## src/rtl/channel_serializer.sv

```systemverilog
// Captures a bank of channel words and streams the first n of them, in ascending or
// descending order, over a valid/ready beat interface. rd_sel gives a registered peek into the bank.
module channel_serializer #(
    parameter int unsigned DATA_WIDTH = 24,
    parameter int unsigned NUM_CH     = 10,
    parameter int unsigned SEL_WIDTH  = 4
) (
    input  logic                         clk,
    input  logic                         rst,
    input  logic [NUM_CH*DATA_WIDTH-1:0] in_bus,
    input  logic                         load_valid,
    output logic                         load_ready,
    input  logic [SEL_WIDTH-1:0]         num_act,
    input  logic                         rev,
    output logic [DATA_WIDTH-1:0]        out_data,
    output logic                         out_valid,
    input  logic                         out_ready,
    output logic                         out_last,
    output logic [SEL_WIDTH-1:0]         out_idx,
    input  logic [SEL_WIDTH-1:0]         rd_sel,
    output logic [DATA_WIDTH-1:0]        rd_data
);

    localparam logic [SEL_WIDTH-1:0] NumChSel = SEL_WIDTH'(NUM_CH);
    localparam logic [SEL_WIDTH-1:0] OneSel   = SEL_WIDTH'(1);

    typedef enum logic [0:0] {StIdle, StStream} state_e;

    state_e                state_q, state_d;
    logic [DATA_WIDTH-1:0] bank_q [NUM_CH];
    logic [SEL_WIDTH-1:0]  cnt_q;
    logic [SEL_WIDTH-1:0]  idx_q, idx_d;
    logic                  rev_q;
    logic [DATA_WIDTH-1:0] rd_data_q;
    logic [DATA_WIDTH-1:0] beat_mux, rd_mux;
    logic [SEL_WIDTH-1:0]  n_load;
    logic                  load_fire, is_last;

    // load_ready drops combinationally with rst so nothing is accepted during reset
    assign load_ready = (state_q == StIdle) && !rst;
    assign load_fire  = load_valid && load_ready;
    assign n_load     = (num_act == '0 || num_act > NumChSel) ? NumChSel : num_act;
    assign is_last    = rev_q ? (idx_q == OneSel) : (idx_q == cnt_q);

    always_comb begin
        state_d = state_q;
        idx_d   = idx_q;
        unique case (state_q)
            StIdle: begin
                if (load_fire) begin
                    state_d = StStream;
                    idx_d   = rev ? n_load : OneSel;
                end
            end
            StStream: begin
                if (out_ready) begin
                    if (is_last) begin
                        state_d = StIdle;
                        idx_d   = '0;
                    end else begin
                        idx_d = rev_q ? idx_q - OneSel : idx_q + OneSel;
                    end
                end
            end
            default: begin
                state_d = StIdle;
                idx_d   = '0;
            end
        endcase
    end

    // 1-based selects; anything outside 1..NUM_CH falls through to zero
    always_comb begin
        beat_mux = '0;
        rd_mux   = '0;
        for (int unsigned k = 1; k <= NUM_CH; k++) begin
            if (idx_q == SEL_WIDTH'(k)) beat_mux = bank_q[k-1];
            if (rd_sel == SEL_WIDTH'(k)) rd_mux = bank_q[k-1];
        end
    end

    always_ff @(posedge clk or posedge rst) begin
        if (rst) begin
            state_q   <= StIdle;
            idx_q     <= '0;
            cnt_q     <= '0;
            rev_q     <= 1'b0;
            rd_data_q <= '0;
            for (int unsigned k = 0; k < NUM_CH; k++) bank_q[k] <= '0;
        end else begin
            state_q   <= state_d;
            idx_q     <= idx_d;
            rd_data_q <= rd_mux;
            if (load_fire) begin
                cnt_q <= n_load;
                rev_q <= rev;
                for (int unsigned k = 0; k < NUM_CH; k++) begin
                    bank_q[k] <= in_bus[k*DATA_WIDTH +: DATA_WIDTH];
                end
            end
        end
    end

    assign out_valid = (state_q == StStream);
    assign out_data  = out_valid ? beat_mux : '0;
    assign out_idx   = out_valid ? idx_q : '0;
    assign out_last  = out_valid && is_last;
    assign rd_data   = rd_data_q;

endmodule

```

## config.mk

```make
export PLATFORM = sky130hd
export DESIGN_NAME = channel_serializer
export DESIGN_NICKNAME = d
export VERILOG_FILES = /design/src/rtl/channel_serializer.sv
export SDC_FILE = /design/constraint.sdc
export NUM_CORES = 1
export LEC_CHECK = 0
export CORE_MARGIN = 1.5
export CORE_UTILIZATION = 58
export CTS_BUF_LIST = sky130_fd_sc_hd__clkbuf_2 sky130_fd_sc_hd__clkbuf_4 sky130_fd_sc_hd__clkbuf_8
export CTS_CLUSTER_DIAMETER = 50
export CTS_CLUSTER_SIZE = 30
export DETAILED_ROUTE_END_ITERATION = 7
export GPL_TIMING_DRIVEN = 0
export PLACE_DENSITY = 0.89
export REMOVE_ABC_BUFFERS = 1
export SYNTH_ARGS = -nofsm -noshare
export SYNTH_HDL_FRONTEND = slang
export SYNTH_SLANG_ARGS = --single-unit
```

## constraint.sdc

```tcl
create_clock -name clk -period 19.13 [get_ports clk]
set_input_delay 3.826 -clock clk [delete_from_list [all_inputs] [get_ports clk]]
set_output_delay 3.826 -clock clk [all_outputs]
set_load 0.005 [all_outputs]
```

Word-level counts from Yosys, hierarchy flattened. Cells that the tools add are included.

Register bits after elaboration: 274. Logic and storage cells: 83. Input port bits: 253. Output and inout bits: 55.

Bitwise gates (word level): 1. $add $sub $neg: 2. Mux-type cells: 34. Order comparisons: 1. Reduce and logical (&&, ||, !) cells: 7. Eq/ne operators: 23.

Operator list (number): 24-bit two-way mux (21); 4-bit by 3-bit equality test with 1-bit output (second input constant) (8); 4-bit two-way mux (7); 4-bit equality test (second input constant) (6); 4-bit by 2-bit equality test with 1-bit output (second input constant) (4); 4-bit by 1-bit equality test with 1-bit output (second input constant) (2); 4-bit one-hot mux with 2 select lines (1); 4-bit by 1-bit adder with 4-bit output (second input constant) (1); 4-bit equality test (1); 4-bit > comparator (second input constant) (1); 4-bit logical NOT (1); 1-bit two-way mux (4); 2-bit != test (second input constant) (2); 4-bit by 1-bit subtractor with 4-bit output (second input constant) (1); 1-bit logical AND (3); 1-bit one-hot mux with 2 select lines (1); 2-bit AND reduction (1); 1-bit logical NOT (1); 1-bit logical OR (1); 1-bit NOT (1).

Longest topological paths before layout. Gate-level depths: netlist of the first run.

Word-level depth: 12. Gate-level depth with buffers: 9.

Worst setup path before layout of the first run. OpenSTA, ideal clock, no wires.

Kind: input -> output. Start point: input port rst. End point: output port load_ready. Required time: 15.304 ns. Data arrival time: 3.951 ns. Stages on the path: 1. Setup slack: 11.353 ns. Cells stage by stage: nor2_1.

Cells in the longest elaborated chain, start to end: 2.

Ends and longest elaborated chain: start: declaration (RTL line 9) `input logic rst,`; 1-bit logical NOT (no source line); 1-bit logical AND (RTL line 40) `assign load_ready = (state_q == StIdle) && !rst;`; end: declaration (RTL line 12) `output logic load_ready,`.

No other way between the ends.

Worst setup path in the final report of the first run. Ends and elaborated chain as after synthesis.

==> results_dict.tcl, run 1 <==
set metrics [dict create \
    timing.final.crit_share_pct 47.3 \
    path_clk_slew_ns 0.08 \
    crit_chain "clkdlybuf4s50_1 -> nor2_1 -> clkdlybuf4s50_1" \
    worst-path-buf-inv 2 \
    clockRootBuffer "clkbuf_8" \
    rr_worst_depth 4 \
    drtAntennaViolNets 0 \
    finalSetupViolations 0 \
    first_pass_iters 6 \
    critical_path.slowest_cell "clkdlybuf4s50_1" \
    seq_area_um2 6860 \
    grt_max_degree 134 \
    cp_top_family "buffers and inverters" \
    nNetsFinal 2274 \
    async_flop_share_pct 100 \
    grt_pass1_vias 15200 \
    clock.fmax_mhz 110 \
    area_delta_synth_final_pct 27.9 \
    syn_area_per_cell_um2 8.24 \
    crit_type "primary input to primary output" \
    ctsHoldBuffers 0 \
    drc 0 \
    setup-tns-final_ns 0 \
    hp-class "register to register" \
    die_area_um2 26500 \
    synth_seq_area_share_pct 46.2 \
    worst_slew_pin_slew_ns 1.53 \
    rsz0062_at_grt "false" \
    hpwlAfterDp_mm 33.5 \
    die_x_um 163 \
    status "finished, violations left" \
    violations "capacitance limit, slew limit" \
    yosysUniqueCellTypes 66 \
    slew_violations 48 \
    numCtsBuffers 31 \
    worstPathArrival_ns 5.23 \
    drt-total-wl_mm 53.6 \
    cp_common_cell "clkdlybuf4s50_1" \
    clock-sinks 274 \
    startpoint_type "primary input" \
    grt_overflow 0 \
    max-vdd-ir-drop_mv 0.0990 \
    grt_pass1_wl_mm 81.1 \
    dr_total_vias 15400 \
    cts_buffer_depth 3 \
    core_um2 25100 \
    cts_tree "done" \
    post-route-util_pct 75.5 \
    slew_headroom_pct -2.17 \
    vias_per_cell 6.48 \
    portBuffers 307 \
    worstHoldPathCells 2 \
    crit_fanout 3 \
    first_iter_violations 2143 \
    syn_area_um2 14800 \
    n_fill_cell 1799 \
    cts_setup_buffers 0 \
    hold_viol_final 0 \
    crit_required_ns 15.30 \
    ys.warnings.count 0 \
    antenna_found_initial 1 \
    endpoint_kind "primary output" \
    ctsResizeCount 0 \
    synth_edf_count 0 \
    max-cap-violations 2 \
    critPathMaxStageDelay_ns 0.57 \
    cp.depth 3 \
    drive_above_1_share_pct 7.74 \
    synth-seq-cells 274 \
    wl_per_cell_um 22.6 \
    place_congestion 0.901 \
    ios 308 \
    yosys_most_used_dff "dfrtp_1" \
    die_height_um 163 \
    min_period_ns 9.05 \
    ctsHtreeMaxLevel 1 \
    leakage_nw 8.51 \
    start_util_pct 59.1 \
    finClkSkew_ns 0.0175 \
    grt_usage_pct 39.9 \
    syn-instance-count 1800 \
    insertion_delay_ns 0.62 \
    row_count 58 \
    p_per_area_nw_per_um2 143 \
    multi_input_area_um2 7180 \
]
## registers in the layout, summed over array words and instances (netlist names)
| signal | cells |
|---|---|
| out_valid | 1 |
| idx_q | 4 |
| bank_q | 240 |
| rd_data | 24 |
| rev_q | 1 |
| cnt_q | 4 |
## through the flow
stage	hold WS (ns)	total power, mW	area (µm²)	worst slack (ns)	std cells
finish	0.500	2.71	19000	10.08	2372
global route	0.518	2.83	19000	10.01	2372
CTS	0.498	2.66	18900	10.06	2370
detailed placement	0.480	2.18	18200	10.07	2313
global placement	0.478	2.13	17600	2.04	2285
floorplan	0.452	1.68	14100	6.79	1648
## cells by family after synthesis
kind of cell	after synthesis	share of synthesized area [%]
adders and majority gates	4	0.338
AOI/OAI and AO/OA	408	19.5
DFF	274	46.2
muxes	32	2.37
buffers and inverters	177	5.78
xor gates and xnor gates	4	0.236
and+or+nand+nor	901	25.6
## power by group
part           switching [mW]  internal (mW)  total (mW)
sequential              0.250          0.839        1.09
clock                   0.249          0.231       0.480
combinational           0.632          0.504        1.14
## cell usage in the layout, fill, tap and decap left out, drive strengths merged, types with 5 or more instances in the layout
cell type      instances
a211oi                 5
a21oi                 74
a221oi                62
a22o                  16
a22oi                 25
a2bb2oi               24
a31oi                  5
buf                   33
clkbuf                35
clkdlybuf4s50        303
dfrtp                274
inv                   35
mux2                  25
mux2i                  7
nand2                744
nand2b                 9
nand3b                 8
nor2                  46
nor2b                 28
nor3                  12
nor3b                  7
o21ai                 83
o221ai                23
o22ai                 43
o32a                  25
or3b                  23
## final cells by class
cell class | count | share of cell area [%]
antenna | 1 | 0.0132
clock buffer | 35 | 2.47
clock inverter | 22 | 1.50
tap | 330 | 2.18
inverter | 25 | 0.534
timing repair buffer | 336 | 19.3
multi-input combinational | 1349 | 37.9
sequential | 274 | 36.2
## layer usage
metal  GRT usage (%)  wire [µm]
met1            51.3      19200
met2            62.0      24100
met3            8.28       6940
met4            24.2       3420
met5               0          0
## Yosys cell counts, types with 3 or more instances
master,number,area [µm²]
ha_1,4,50.1
and2_1,4,25.0
buf_6,6,67.6
and3b_1,4,35.0
a21oi_1,74,370
o221ai_1,21,184
nor3b_1,4,30.0
clkbuf_1,36,135
a31oi_1,5,31.3
nand3_1,3,15.0
nand3b_1,8,60.1
a2bb2oi_1,24,210
nand2b_1,8,50.1
a22o_1,16,140
nor3_1,11,55.1
a22oi_1,25,188
nor2b_1,27,169
inv_1,24,90.1
o32a_1,25,250
and2b_1,4,30.0
o211ai_1,3,22.5
a21o_1,3,22.5
nor3b_2,3,37.5
nand2_1,744,2790
buf_2,90,450
o21ai_0,81,405
o22ai_1,43,269
xnor2_1,4,35.0
nor2_1,46,173
or3b_1,10,87.6
buf_4,9,67.6
a211oi_1,5,37.5
or3b_2,13,114
a221oi_1,62,543
mux2_2,25,282
mux2i_1,7,70.1
buf_1,10,37.5
dfrtp_1,274,6860
## worst paths after layout
check | start | to | slack, ns
worst max-delay path | rst | load_ready | 10.08
worst min-delay path | bank_q[152] | bank_q[152] | 0.50
worst max register to register | idx_q[3] | idx_q[3] | 16.11
worst min register to register | bank_q[152] | bank_q[152] | 0.50
max in group asynchronous | rst | bank_q[69] | 14.44
min in group asynchronous | rst | out_valid | 3.70
## worst reg2reg max path: stages (launching register included)
cell      delay, ns
dfrtp_2        1.08
or2_1          1.24
o311ai_2       0.18
a22oi_1        0.25
o221ai_2       0.14
Note: power is estimated with default switching activity, not from simulation.
==> run 2, diff against run 1 <==
--- a/config.mk
+++ b/config.mk
@@ -6,13 +6,13 @@
 export NUM_CORES = 1
 export LEC_CHECK = 0
 export CORE_MARGIN = 1.5
-export CORE_UTILIZATION = 58
+export CORE_UTILIZATION = 54
 export CTS_BUF_LIST = sky130_fd_sc_hd__clkbuf_2 sky130_fd_sc_hd__clkbuf_4 sky130_fd_sc_hd__clkbuf_8
 export CTS_CLUSTER_DIAMETER = 50
 export CTS_CLUSTER_SIZE = 30
 export DETAILED_ROUTE_END_ITERATION = 7
 export GPL_TIMING_DRIVEN = 0
-export PLACE_DENSITY = 0.89
+export PLACE_DENSITY = 0.84
 export REMOVE_ABC_BUFFERS = 1
 export SYNTH_ARGS = -nofsm -noshare
 export SYNTH_HDL_FRONTEND = slang
==> constraint.sdc (replaced) <==
create_clock -name clk -period 9 [get_ports clk]
set_input_delay 1.8 -clock clk [delete_from_list [all_inputs] [get_ports clk]]
set_output_delay 1.8 -clock clk [all_outputs]
set_load 0.005 [all_outputs]
==> run 2 against run 1 <==
  * The run now ends clean
  * Final cell count is 0.46% higher
  * Flip-flop and latch count unchanged
  * Largest power group unchanged
  * Clock power increased by 94%
  * Sequential power is 110% higher
  * Die area up 7.3%
  * Highest routed layer is now met5
==> results_dict.tcl, run 2 (synthesized netlist as in run 1, its figures left out) <==
set metrics [dict create \
    combPwrFrac_pct 43.6 \
    clock.fmax_mhz 151 \
    die_x_um 169 \
    grt_max_degree 103 \
    worstPathArrival_ns 4.82 \
    drtAntennaViolNets 0 \
    die_area_um2 28500 \
    hpwlAfterDp_mm 33.1 \
    dr_total_vias 15100 \
    p_sw_mw 2.42 \
    setup-tns-final_ns 0 \
    pwr-share-clk_pct 16.4 \
    first_pass_iters 8 \
    rsz0062_at_grt "false" \
    crit_fanout 33 \
    max-vdd-ir-drop_mv 0.156 \
    wl_per_cell_um 22.3 \
    numCtsBuffers 30 \
    leakage_nw 8.52 \
    antennaDiodeCount 0 \
    status "finished, final reports clean" \
    final_common_cell "nand2_1" \
    slew_headroom_pct 2.47 \
    insertion_delay_ns 0.62 \
    p_total_mw 5.70 \
    hold_viol_final 0 \
    crit_type "register to primary output" \
    met3_usage_pct 7.62 \
    drt-total-wl_mm 53.1 \
    grt_usage_pct 36.9 \
    hp-class "register to register" \
    ctsResizeCount 0 \
    p_int_mw 3.28 \
    max-cap-violations 0 \
    row_count 60 \
    largest_register_ffs 240 \
    ios 308 \
    start_util_pct 55.0 \
    antenna_found_initial 0 \
    clockRootBuffer "clkbuf_8" \
    cts_tree "done" \
    finClkSkew_ns 0.0170 \
    timing.final.crit_share_pct 73.5 \
    core_um2 27000 \
    clock-sinks 274 \
    place_congestion 0.859 \
    drc 0 \
    grt_overflow 0 \
    final_cell_mix "nand2_1 (743), clkdlybuf4s50_1 (303), dfrtp_1 (272)" \
    grt_pass1_vias 15000 \
    area_delta_synth_final_pct 28.0 \
    regMostFlops "bank_q" \
    use_met1_pct 47.3 \
    grt_pass1_wl_mm 81.3 \
    die_height_um 169 \
    top_usage_layer "met2" \
    min_period_ns 6.62 \
    p_per_area_nw_per_um2 300 \
    nNetsFinal 2275 \
    drive_above_1_share_pct 7.88 \
    path_clk_slew_ns 0.10 \
    cts_setup_buffers 0 \
    slew_violations 0 \
    cts_buffer_depth 3 \
    ctsHoldBuffers 0 \
    endpoint_kind "primary output" \
    p_sw_share_pct 42.4 \
    portBuffers 307 \
    first_iter_violations 2030 \
    finalSetupViolations 0 \
    startpoint_type "register" \
    ctsHtreeMaxLevel 1 \
    crit_required_ns 7.20 \
    use_met2_pct 59.4 \
    vias_per_cell 6.35 \
    pwr-share-seq_pct 40.0 \
    worst_slew_pin_slew_ns 1.46 \
]
-- run 2: metrics by stage --
stage | util (%) | instances | hold WS, ns | setup slack (ns) | area (µm²)
after floorplan | - | 1648 | 0.452 | -1.31 | 14100
after global placement | 65.2 | 2296 | 0.477 | -5.77 | 17600
after detailed placement | 67.8 | 2326 | 0.483 | 3.19 | 18300
after CTS | 70.3 | 2382 | 0.507 | 2.54 | 18900
after global routing | 70.4 | 2383 | 0.526 | 2.32 | 19000
final | 70.4 | 2383 | 0.506 | 2.38 | 19000
-- run 2: power by group through the flow --
stage	Sequential (mW)	Combinational, mW	Clock [mW]
3_5_place_dp	2.27	2.41	0
6_report	2.28	2.48	0.932
2_1_floorplan	2.14	1.44	0
4_1_cts	2.26	2.43	0.936
3_3_place_gp	2.28	2.27	0
5_1_grt	2.34	2.66	0.988
-- run 2: worst paths after layout --
path                             start           end  slack, ns  cells after the start
max                           idx_q[0]  out_data[13]       2.38                      7
min                        bank_q[161]   bank_q[161]       0.51                      2
max reg2reg                   idx_q[2]      idx_q[3]       6.34                      4
min reg2reg                bank_q[161]   bank_q[161]       0.51                      2
max in group asynchronous          rst    bank_q[92]       6.29                      3
min in group asynchronous          rst    bank_q[33]       1.78                      2
-- run 2: area by class of cell --
cell class              count  area [µm²]
clock buffers              33         448
clock inverters            23         219
fillers                  2067        7970
inverters                  25         101
multi-input cells        1349        7180
flip-flops and latches    274        6860
well taps                 341         427
repair buffers            338        3740
-- run 2: worst max-delay path, stage by stage (launching register included) --
cell and delay (ns):
dfrtp_1 0.50, inv_1 0.17, ha_2 0.86, or2_1 1.19, a221oi_1 0.12, o32a_1 0.42
o221ai_1 0.32, clkdlybuf4s50_1 0.58
-- run 2: routing by layer --
metal / vias to the layer above / wire, µm
li1: 6613 / -
met1: 7094 / 19300
met2: 1182 / 24400
met3: 248 / 6630
met4: 2 / 2680
met5: - / 22
